**config.mk**
```make
export PLATFORM = sky130hd
export DESIGN_NAME = dmem_arbiter
export DESIGN_NICKNAME = d
export VERILOG_FILES = /design/src/rtl/dmem_arbiter.sv
export SDC_FILE = /design/constraint.sdc
export NUM_CORES = 1
export LEC_CHECK = 0
export CORE_AREA = 2 2 120 122
export CTS_BUF_LIST = sky130_fd_sc_hd__clkbuf_4 sky130_fd_sc_hd__clkbuf_8
export DETAILED_ROUTE_END_ITERATION = 6
export DIE_AREA = 0 0 122 124
export HOLD_SLACK_MARGIN = 0.05
export PLACE_DENSITY = 0.73
export SYNTH_ARGS = -nofsm -noshare
export SYNTH_HDL_FRONTEND = slang
export SYNTH_SLANG_ARGS = --single-unit
```
**constraint.sdc**
```tcl
create_clock -name i_clk -period 2.6 [get_ports i_clk]
set_input_delay 0.52 -clock i_clk [delete_from_list [all_inputs] [get_ports i_clk]]
set_output_delay 0.52 -clock i_clk [all_outputs]
set_load 0.02 [all_outputs]
```
**src/rtl/dmem_arbiter.sv**
```systemverilog
// dmem_arbiter
//   Lets two requesters share one single-ported data memory: r0 is the core
//   load/store unit and r1 is the debug/DMA port. At most one access is granted
//   per cycle. Grants alternate round-robin. A requester can lock the bus so that
//   it keeps exclusive ownership across a read-modify-write sequence. Accesses
//   that are out of range or misaligned, and accesses that use an illegal size
//   code, are answered with an error and never reach the memory.
//
// Ports
//   i_clk, i_reset        clock and asynchronous active-high reset
//   i_rN_valid/o_rN_ready request handshake (N = 0,1); ready is combinational
//   i_rN_addr/wdata       byte address and store data
//   i_rN_funct3/we        RISC-V load/store size code and the store flag
//   i_rN_lock             keep ownership of the bus after this transfer
//   o_rN_rsp_valid/rdata/err
//                         one-cycle response on the edge after acceptance
//   o_mem_*               request to the memory; all zero when nothing is granted
//   i_mem_read_data       combinational read data from the memory
module dmem_arbiter #(
    parameter int ADDR_BITS = 12,
    parameter int LOCK_MAX  = 16
) (
    input  logic        i_clk,
    input  logic        i_reset,
    input  logic        i_r0_valid,
    output logic        o_r0_ready,
    input  logic [31:0] i_r0_addr,
    input  logic [31:0] i_r0_wdata,
    input  logic [2:0]  i_r0_funct3,
    input  logic        i_r0_we,
    input  logic        i_r0_lock,
    output logic        o_r0_rsp_valid,
    output logic [31:0] o_r0_rsp_rdata,
    output logic        o_r0_rsp_err,
    input  logic        i_r1_valid,
    output logic        o_r1_ready,
    input  logic [31:0] i_r1_addr,
    input  logic [31:0] i_r1_wdata,
    input  logic [2:0]  i_r1_funct3,
    input  logic        i_r1_we,
    input  logic        i_r1_lock,
    output logic        o_r1_rsp_valid,
    output logic [31:0] o_r1_rsp_rdata,
    output logic        o_r1_rsp_err,
    output logic [31:0] o_mem_address,
    output logic [31:0] o_mem_write_data,
    output logic [2:0]  o_mem_funct3,
    output logic        o_mem_read_enable,
    output logic        o_mem_write_enable,
    input  logic [31:0] i_mem_read_data
);

    localparam int LC_W = (LOCK_MAX > 1) ? $clog2(LOCK_MAX) : 1;

    typedef enum logic [1:0] {
        ST_IDLE = 2'd0,
        ST_OWN0 = 2'd1,
        ST_OWN1 = 2'd2
    } state_t;

    state_t          r_state;
    logic            r_last_grant;
    logic [LC_W-1:0] r_lock_cnt;

    logic [1:0]  w_valid;
    logic [1:0]  w_grant;
    logic        w_sel;
    logic        w_any;
    logic [31:0] w_addr;
    logic [31:0] w_wdata;
    logic [2:0]  w_funct3;
    logic        w_we;
    logic        w_lock;
    logic        w_range_err;
    logic        w_misalign;
    logic        w_bad_code;
    logic        w_fault;
    logic        w_legal;
    logic        w_lock_expire;

    assign w_valid = {i_r1_valid, i_r0_valid};

    // Grant selection. Nothing is granted while reset is held, so a request
    // presented during reset is never accepted.
    always_comb begin
        w_grant = 2'b00;
        if (!i_reset) begin
            case (r_state)
                ST_OWN0: w_grant[0] = w_valid[0];
                ST_OWN1: w_grant[1] = w_valid[1];
                default: begin
                    if (&w_valid) begin
                        // Contention: the requester that did not win last time goes.
                        w_grant[0] = r_last_grant;
                        w_grant[1] = ~r_last_grant;
                    end else begin
                        w_grant = w_valid;
                    end
                end
            endcase
        end
    end

    assign w_sel    = w_grant[1];
    assign w_any    = |w_grant;
    assign w_addr   = w_sel ? i_r1_addr   : i_r0_addr;
    assign w_wdata  = w_sel ? i_r1_wdata  : i_r0_wdata;
    assign w_funct3 = w_sel ? i_r1_funct3 : i_r0_funct3;
    assign w_we     = w_sel ? i_r1_we     : i_r0_we;
    assign w_lock   = w_sel ? i_r1_lock   : i_r0_lock;

    // funct3[1:0] encodes the access size: 00 byte, 01 halfword, 10 word.
    assign w_range_err = |w_addr[31:ADDR_BITS];
    assign w_misalign  = ((w_funct3[1:0] == 2'b01) && w_addr[0])
                       || ((w_funct3[1:0] == 2'b10) && (w_addr[1:0] != 2'b00));
    assign w_bad_code  = w_we ? (w_funct3 > 3'd2)
                              : ((w_funct3 == 3'd3) || (w_funct3 == 3'd6) || (w_funct3 == 3'd7));
    assign w_fault     = w_range_err | w_misalign | w_bad_code;
    assign w_legal     = w_any & ~w_fault;

    assign w_lock_expire = (r_lock_cnt == LC_W'(LOCK_MAX - 1));

    assign o_r0_ready         = w_grant[0];
    assign o_r1_ready         = w_grant[1];
    assign o_mem_address      = w_any ? w_addr   : 32'd0;
    assign o_mem_write_data   = w_any ? w_wdata  : 32'd0;
    assign o_mem_funct3       = w_any ? w_funct3 : 3'd0;
    assign o_mem_read_enable  = w_legal & ~w_we;
    assign o_mem_write_enable = w_legal & w_we;

    // Ownership and round-robin state.
    always_ff @(posedge i_clk or posedge i_reset) begin
        if (i_reset) begin
            r_state      <= ST_IDLE;
            r_last_grant <= 1'b1;
            r_lock_cnt   <= '0;
        end else begin
            if (w_any) begin
                r_last_grant <= w_sel;
            end
            case (r_state)
                ST_IDLE: begin
                    // A faulted transfer never takes the lock.
                    if (w_any && w_lock && !w_fault) begin
                        r_state    <= w_sel ? ST_OWN1 : ST_OWN0;
                        r_lock_cnt <= '0;
                    end
                end
                ST_OWN0, ST_OWN1: begin
                    r_lock_cnt <= r_lock_cnt + 1'b1;
                    if (w_lock_expire) begin
                        // Forced release: mark the owner as last winner so the
                        // other requester gets the next contended grant.
                        r_state      <= ST_IDLE;
                        r_last_grant <= (r_state == ST_OWN1);
                    end else if (w_any && !w_lock) begin
                        r_state <= ST_IDLE;
                    end
                end
                default: r_state <= ST_IDLE;
            endcase
        end
    end

    // Per-requester response registers.
    logic [1:0]  w_rsp_valid;
    logic [1:0]  w_rsp_err;
    logic [31:0] w_rsp_rdata [2];

    for (genvar gi = 0; gi < 2; gi++) begin : g_rsp
        logic        r_valid;
        logic        r_err;
        logic [31:0] r_rdata;

        always_ff @(posedge i_clk or posedge i_reset) begin
            if (i_reset) begin
                r_valid <= 1'b0;
                r_err   <= 1'b0;
                r_rdata <= 32'd0;
            end else begin
                r_valid <= w_grant[gi];
                r_err   <= w_grant[gi] & w_fault;
                r_rdata <= (w_grant[gi] && w_legal && !w_we) ? i_mem_read_data : 32'd0;
            end
        end

        assign w_rsp_valid[gi] = r_valid;
        assign w_rsp_err[gi]   = r_err;
        assign w_rsp_rdata[gi] = r_rdata;
    end

    assign o_r0_rsp_valid = w_rsp_valid[0];
    assign o_r0_rsp_err   = w_rsp_err[0];
    assign o_r0_rsp_rdata = w_rsp_rdata[0];
    assign o_r1_rsp_valid = w_rsp_valid[1];
    assign o_r1_rsp_err   = w_rsp_err[1];
    assign o_r1_rsp_rdata = w_rsp_rdata[1];

endmodule

```
==> out/metrics.cfg, run 1 <==
[status]
status=finished with violations
violations=negative setup slack

[floorplan]
die_w_um=122
coreArea_mm2=0.0137
initial_utilization_pct=26.5
die_h_um=124
die_area_mm2=0.0151
io_pins=313
row_count=43

[yosys]
syn_area_per_cell_um2=10.9
netlist_area_mm2=0.00363
synth_flop_cell=dfrtp_1
yosysUniqueCellTypes=41
async_flop_share_pct=100
ys_seq_area_share_pct=51.7
synth_nets=511
syn_inst=333
yosys_warnings=0
ys_ff_latch=75
synth_edf_count=0

[global_routing]
grt_max_degree=76
grt_remaining_overflow=0
grt_use_total_pct=22.0
grt_first_pass_wirelength_mm=25.3
grt_pass1_vias=4592
antenna_found_initial=0

[clock_network]
clk_latency_ns=0.34
htree_num_levels=3
cts_hold_buf=0
cts_buffers=9
cts-root-buf=clkbuf_8
cts.sinks=75
clkTransAtPathRegs_ns=0.08
clockBufferDepth=2
cts_tree=built

[place]
dp_hpwl_mm=13.3
io_buffers=312
pre_cts_slack_ns=-1.08
place_congestion=0.814
dp_cells=848
dpl_cell_area_mm2=0.00750

[power_and_ir_drop]
p_int_mw=2.19
seqPwrFrac_pct=38.8
vdd_ir_drop_max_uv=219
pwr-share-comb_pct=32.4
switchingPower_uw=846
switching_share_pct=27.9
clkPwrFrac_pct=28.8
finalPower_mw=3.03
power_leakage_nw=3.88
power_density_mw_per_mm2=368

[flow_run]
cap_violations=0

[routing]
first_pass_iters=4
drtAntennaViolNets=0
drc_errors=0
routed_wl_mm=17.4
vias=4289
viasPerCell=4.85
dr.first_iter.drc_count=342
wl_per_cell_um=19.6

[final_layout]
nFillCells=1125
layout.cells.non_filler=884
fin_area_mm2=0.00825
area_growth_pct=127
layout_common_cells=clkdlybuf4s50_1 (225), buf_6 (77), dfrtp_1 (74)
drive_gt1_share_pct=30.4
final_util_pct=60.1
final_common_cell=clkdlybuf4s50_1
nets=878
diodes=0

[timing]
max_freq_mhz=351
rsz0062_at_grt=yes
setup_slack_ns=-0.253
min_period_ns=2.85
fin_skew_ns=0.00863
slew_headroom_pct=73.4
holdWs_ns=0.545
setup_violations=69
tightest_slew_ns=0.400
finalSetupTns_ns=-13.14
finalMaxSlewViolations=0
hold_viol=0
timing.final.crit_share_pct=110

[min_path]
min_path_type=flip-flop to flip-flop

[critical_path]
cp_max_fo=7
worstSetupPathType=flip-flop to output pin
critPathArrivalTime_ns=2.33
cp-end-kind=output pin
start_kind=flip-flop
worstPathRequired_ns=2.08

cell usage after synthesis, types with 2 or more instances:
master	n	area (µm²)
nor4_1	11	68.8
and4_1	2	17.5
and3_1	34	213
dfrtp_1	74	1850
ha_1	4	50.1
nor2b_1	2	12.5
o21ai_0	6	30.0
nand3_1	5	25.0
mux2i_1	2	20.0
and2_1	35	219
inv_1	10	37.5
or3_1	3	18.8
a22o_1	67	587
buf_4	4	30.0
nand2b_1	2	12.5
buf_2	7	35.0
a31oi_1	3	18.8
o211ai_1	3	22.5
clkbuf_1	16	60.1
nand4_1	2	12.5
nand2_1	8	30.0
a21oi_1	6	30.0
o31ai_1	2	15.0
nor3_1	4	20.0
nor2_1	5	18.8
timing repair:
action	CTS	global route
buffers inserted	13	5
cloned	6	0
pin swaps	14	12
setup endpoints to repair	71	71
gates resized for setup	446	17
routing by layer:
metal,part of all wire (%),track usage (%),vias up
li1,-,-,1981
met3,9.4,8.20,25
met4,1.1,4.24,0
met1,38,26.1,2060
met2,52,38.3,223
met5,0,0,-
critical path, cell delays in order, from the launching register on:
cell and delay, ns:
dfrtp_1 0.41, inv_2 0.09, ha_4 0.23, buf_6 0.12
nor3b_4 0.25, nor3_4 0.06, and2_4 0.20, bufbuf_16 0.28
a22o_4 0.22, buf_6 0.13
flip-flops by register name (all words and copies together), names as in the netlist:
signal and cells:
r_state 2, r_lock_cnt 4, o_r1_rsp_rdata 32, o_r1_rsp_err 1, o_r0_rsp_valid 1, r_last_grant 1, o_r0_rsp_rdata 32, o_r1_rsp_valid 1
o_r0_rsp_err 1
path summary, 6_finish.rpt:
check | startpoint | endpoint | slack (ns) | depth (start not counted)
setup / recovery | r_state[1] | o_mem_write_data[1] | -0.25 | 9
hold / removal | r_lock_cnt[1] | r_lock_cnt[1] | 0.54 | 1
setup reg to reg | r_state[1] | r_lock_cnt[3] | 0.14 | 11
hold reg to reg | r_lock_cnt[1] | r_lock_cnt[1] | 0.54 | 1
max in group asynchronous | i_reset | o_r0_rsp_rdata[14] | 1.58 | 3
min in group asynchronous | i_reset | o_r1_rsp_valid | 0.68 | 3
area by class of cell:
type	count	area [µm²]	share of cell area (%)
Multi-Input combinational cell	219	1960	23.8
Clock buffer	9	124	1.50
Sequential cell	75	1880	22.8
Clock inverter	6	65.1	0.789
Tap cell	180	225	2.73
Inverter	11	43.8	0.531
Timing Repair Buffer	384	3950	47.9
cell families (layout without fill, tap and decap cells):
logic type | count (synthesis) | in the layout | synth area share [%]
flops | 75 | 75 | 51.7
compound gates | 94 | 94 | 21.0
buf+inv | 39 | 410 | 4.89
simple gates | 119 | 119 | 20.5
fa+ha+maj | 4 | 4 | 1.38
mux | 2 | 2 | 0.551
power groups by stage:
stage / clock [mW] / sequential, mW / combinational, mW
final: 0.875 / 1.18 / 0.982
after global routing: 0.947 / 1.18 / 1.03
after CTS: 0.896 / 1.18 / 0.977
after detailed placement: 0 / 1.20 / 0.865
after global placement: 0 / 1.20 / 0.860
after floorplan: 0 / 1.21 / 0.310
Note: power is estimated with default switching activity, not from simulation.
==> run 2, diff against run 1 <==
--- a/config.mk
+++ b/config.mk
@@ -5,10 +5,10 @@
 export SDC_FILE = /design/constraint.sdc
 export NUM_CORES = 1
 export LEC_CHECK = 0
-export CORE_AREA = 2 2 120 122
+export CORE_AREA = 3 3 121 123
 export CTS_BUF_LIST = sky130_fd_sc_hd__clkbuf_4 sky130_fd_sc_hd__clkbuf_8
 export DETAILED_ROUTE_END_ITERATION = 6
-export DIE_AREA = 0 0 122 124
+export DIE_AREA = 0 0 124 126
 export HOLD_SLACK_MARGIN = 0.05
 export PLACE_DENSITY = 0.73
 export SYNTH_ARGS = -nofsm -noshare
==> out/metrics.cfg, run 2 (same netlist as run 1, synthesis figures left out) <==
[timing]
rsz0062_at_grt=yes
setup_violations=69  ; unchanged
setup_slack_ns=-0.222  ; +0.0306 ns
slew_headroom_pct=62.8  ; -11 points
holdWs_ns=0.547  ; +0.00243 ns
max_freq_mhz=354  ; +1.1%
hold_viol=0  ; unchanged
min_period_ns=2.82  ; -0.0306 ns
finalSetupTns_ns=-10.42  ; +2.72 ns
tightest_slew_ns=0.557  ; +0.157 ns
finalMaxSlewViolations=0  ; unchanged
timing.final.crit_share_pct=109  ; -1.2 points
fin_skew_ns=0.00864  ; +0.00000569 ns

[critical_path]
slowest_stage=dfrtp_1
critPathArrivalTime_ns=2.30  ; -0.03 ns
cpMostUsedCell=buf_12
crit_chain=inv_2 > ha_4 > buf_6 > nor3b_4 > nor3_4 > and2_4 > buf_12 > buf_12 > a22o_4 > buf_12
cp-end-kind=output pin
worstSetupPathType=flip-flop to output pin
cp_max_fo=6  ; -1
start_kind=flip-flop
worstPathRequired_ns=2.08  ; about the same
critPathMaxStageDelay_ns=0.40  ; about the same

[routing]
drc_errors=0  ; unchanged
dr.first_iter.drc_count=239  ; -30%
wl_per_cell_um=21.6  ; +9.9%
drtAntennaViolNets=0  ; unchanged
first_pass_iters=4  ; unchanged
routed_wl_mm=19.1  ; +9.9%
vias=4242  ; -1.1%
viasPerCell=4.80  ; -1.1%

[clock_network]
cts.sinks=75  ; unchanged
htree_num_levels=3  ; unchanged
cts_tree=built
clockBufferDepth=2  ; unchanged
clk_latency_ns=0.34  ; about the same
cts_hold_buf=0  ; unchanged
cts-root-buf=clkbuf_8
clkTransAtPathRegs_ns=0.08  ; about the same
cts_buffers=9  ; unchanged

[final_layout]
layout_common_cells=clkdlybuf4s50_1 (222), dfrtp_1 (74), buf_4 (57)
fin_area_mm2=0.00807  ; -2.2%
nFillCells=1210  ; +7.6%
area_growth_pct=122
nets=877  ; -0.11%
diodes=0  ; unchanged
drive_gt1_share_pct=30.1  ; -0.28 points
final_common_cell=clkdlybuf4s50_1

[floorplan]
coreArea_mm2=0.0138  ; +0.39%
io_pins=313  ; unchanged
die_h_um=126  ; +1.6%
initial_utilization_pct=26.4  ; -0.10 points
die_area_mm2=0.0156  ; +3.3%
row_count=43  ; unchanged
die_w_um=124  ; +1.6%

[place]
io_buffers=312  ; unchanged
place_congestion=0.968  ; +19%
dpl_cell_area_mm2=0.00756  ; +0.75%
pre_cts_slack_ns=-0.817  ; +0.265 ns
dp_hpwl_mm=15.5  ; +17%

[status]
status=finished with violations
violations=negative setup slack

[min_path]
min_path_type=flip-flop to flip-flop

[global_routing]
antenna_found_initial=0  ; unchanged
grt_remaining_overflow=0  ; unchanged
grt_first_pass_wirelength_mm=27.4  ; +8.3%
grt_pass1_vias=4547  ; -0.98%
grt_use_total_pct=23.8  ; +1.8 points
grt_max_degree=38  ; -50%

[power_and_ir_drop]
vdd_ir_drop_max_uv=246  ; +12%
power_density_mw_per_mm2=377  ; +2.4%
power_leakage_nw=3.86  ; -0.57%

[flow_run]
cap_violations=0  ; unchanged

## run 2: cell count changes in the layout (fill, tap and decap cells not counted), moves of 5 or more
| cell | previous run | this run |
|---|---|---|
| buf_12 | 7 | 12 |
| buf_2 | 0 | 27 |
| buf_4 | 52 | 57 |
| buf_6 | 77 | 40 |
## run 2: report_power, final
part / total, mW / internal [mW] / switching [mW] / leakage [nW]
clock network: 0.925 / 0.478 / 0.447 / 0.0995
logic: 0.935 / 0.531 / 0.404 / 2.74
registers: 1.18 / 1.17 / 0.00390 / 1.03
## run 2: path summary, 6_finish.rpt
kind | startpoint | end | slack (ns) | depth (start not counted)
worst max-delay path | r_state[1] | o_mem_write_data[27] | -0.22 | 10
worst min-delay path | r_lock_cnt[1] | r_lock_cnt[1] | 0.55 | 1
worst max register to register | r_state[1] | r_lock_cnt[3] | 0.24 | 9
worst min register to register | r_lock_cnt[1] | r_lock_cnt[1] | 0.55 | 1
max in group asynchronous | i_reset | o_r1_rsp_rdata[2] | 1.35 | 4
min in group asynchronous | i_reset | o_r0_rsp_rdata[25] | 0.68 | 3
## run 2: area by class of cell
cell class	count	area (µm²)	share of cell area, %
tap	180	225	2.79
sequential	75	1880	23.3
clock buffer	10	138	1.71
inverter	11	47.5	0.589
multi-input combinational	219	1910	23.7
timing repair buffer	383	3790	47.0
clock inverter	6	71.3	0.884
## run 2: what timing repair did
action                     in CTS  in global routing
setup endpoints to repair      71                 70
setup buffers                   6                  1
cloned                          4                  0
gates resized for setup       312                 29
pin swaps                      17                 10
## run 2: per-layer routing
metal,routed length (µm),track usage [%]
met2,9790,41.0
met5,0,0
met4,903,11.5
met1,7010,27.1
met3,1380,5.88
## run 2: through the flow
stage / power [mW] / cells / utilization (%)
2_1_floorplan: 1.52 / 333 / -
3_3_place_gp: 2.09 / 857 / 54.9
3_5_place_dp: 2.09 / 857 / 54.9
4_1_cts: 3.04 / 883 / 57.6
5_1_grt: 3.16 / 884 / 58.6
6_report: 3.04 / 884 / 58.6
## run 2: critical path, delay by kind of cell, from the launching register on
| kind | cells | cell delay [ns] |
|---|---|---|
| flops | 1 | 0.40 |
| compound gates | 1 | 0.22 |
| fa+ha+maj | 1 | 0.22 |
| buf+inv | 5 | 0.62 |
| simple gates | 3 | 0.48 |
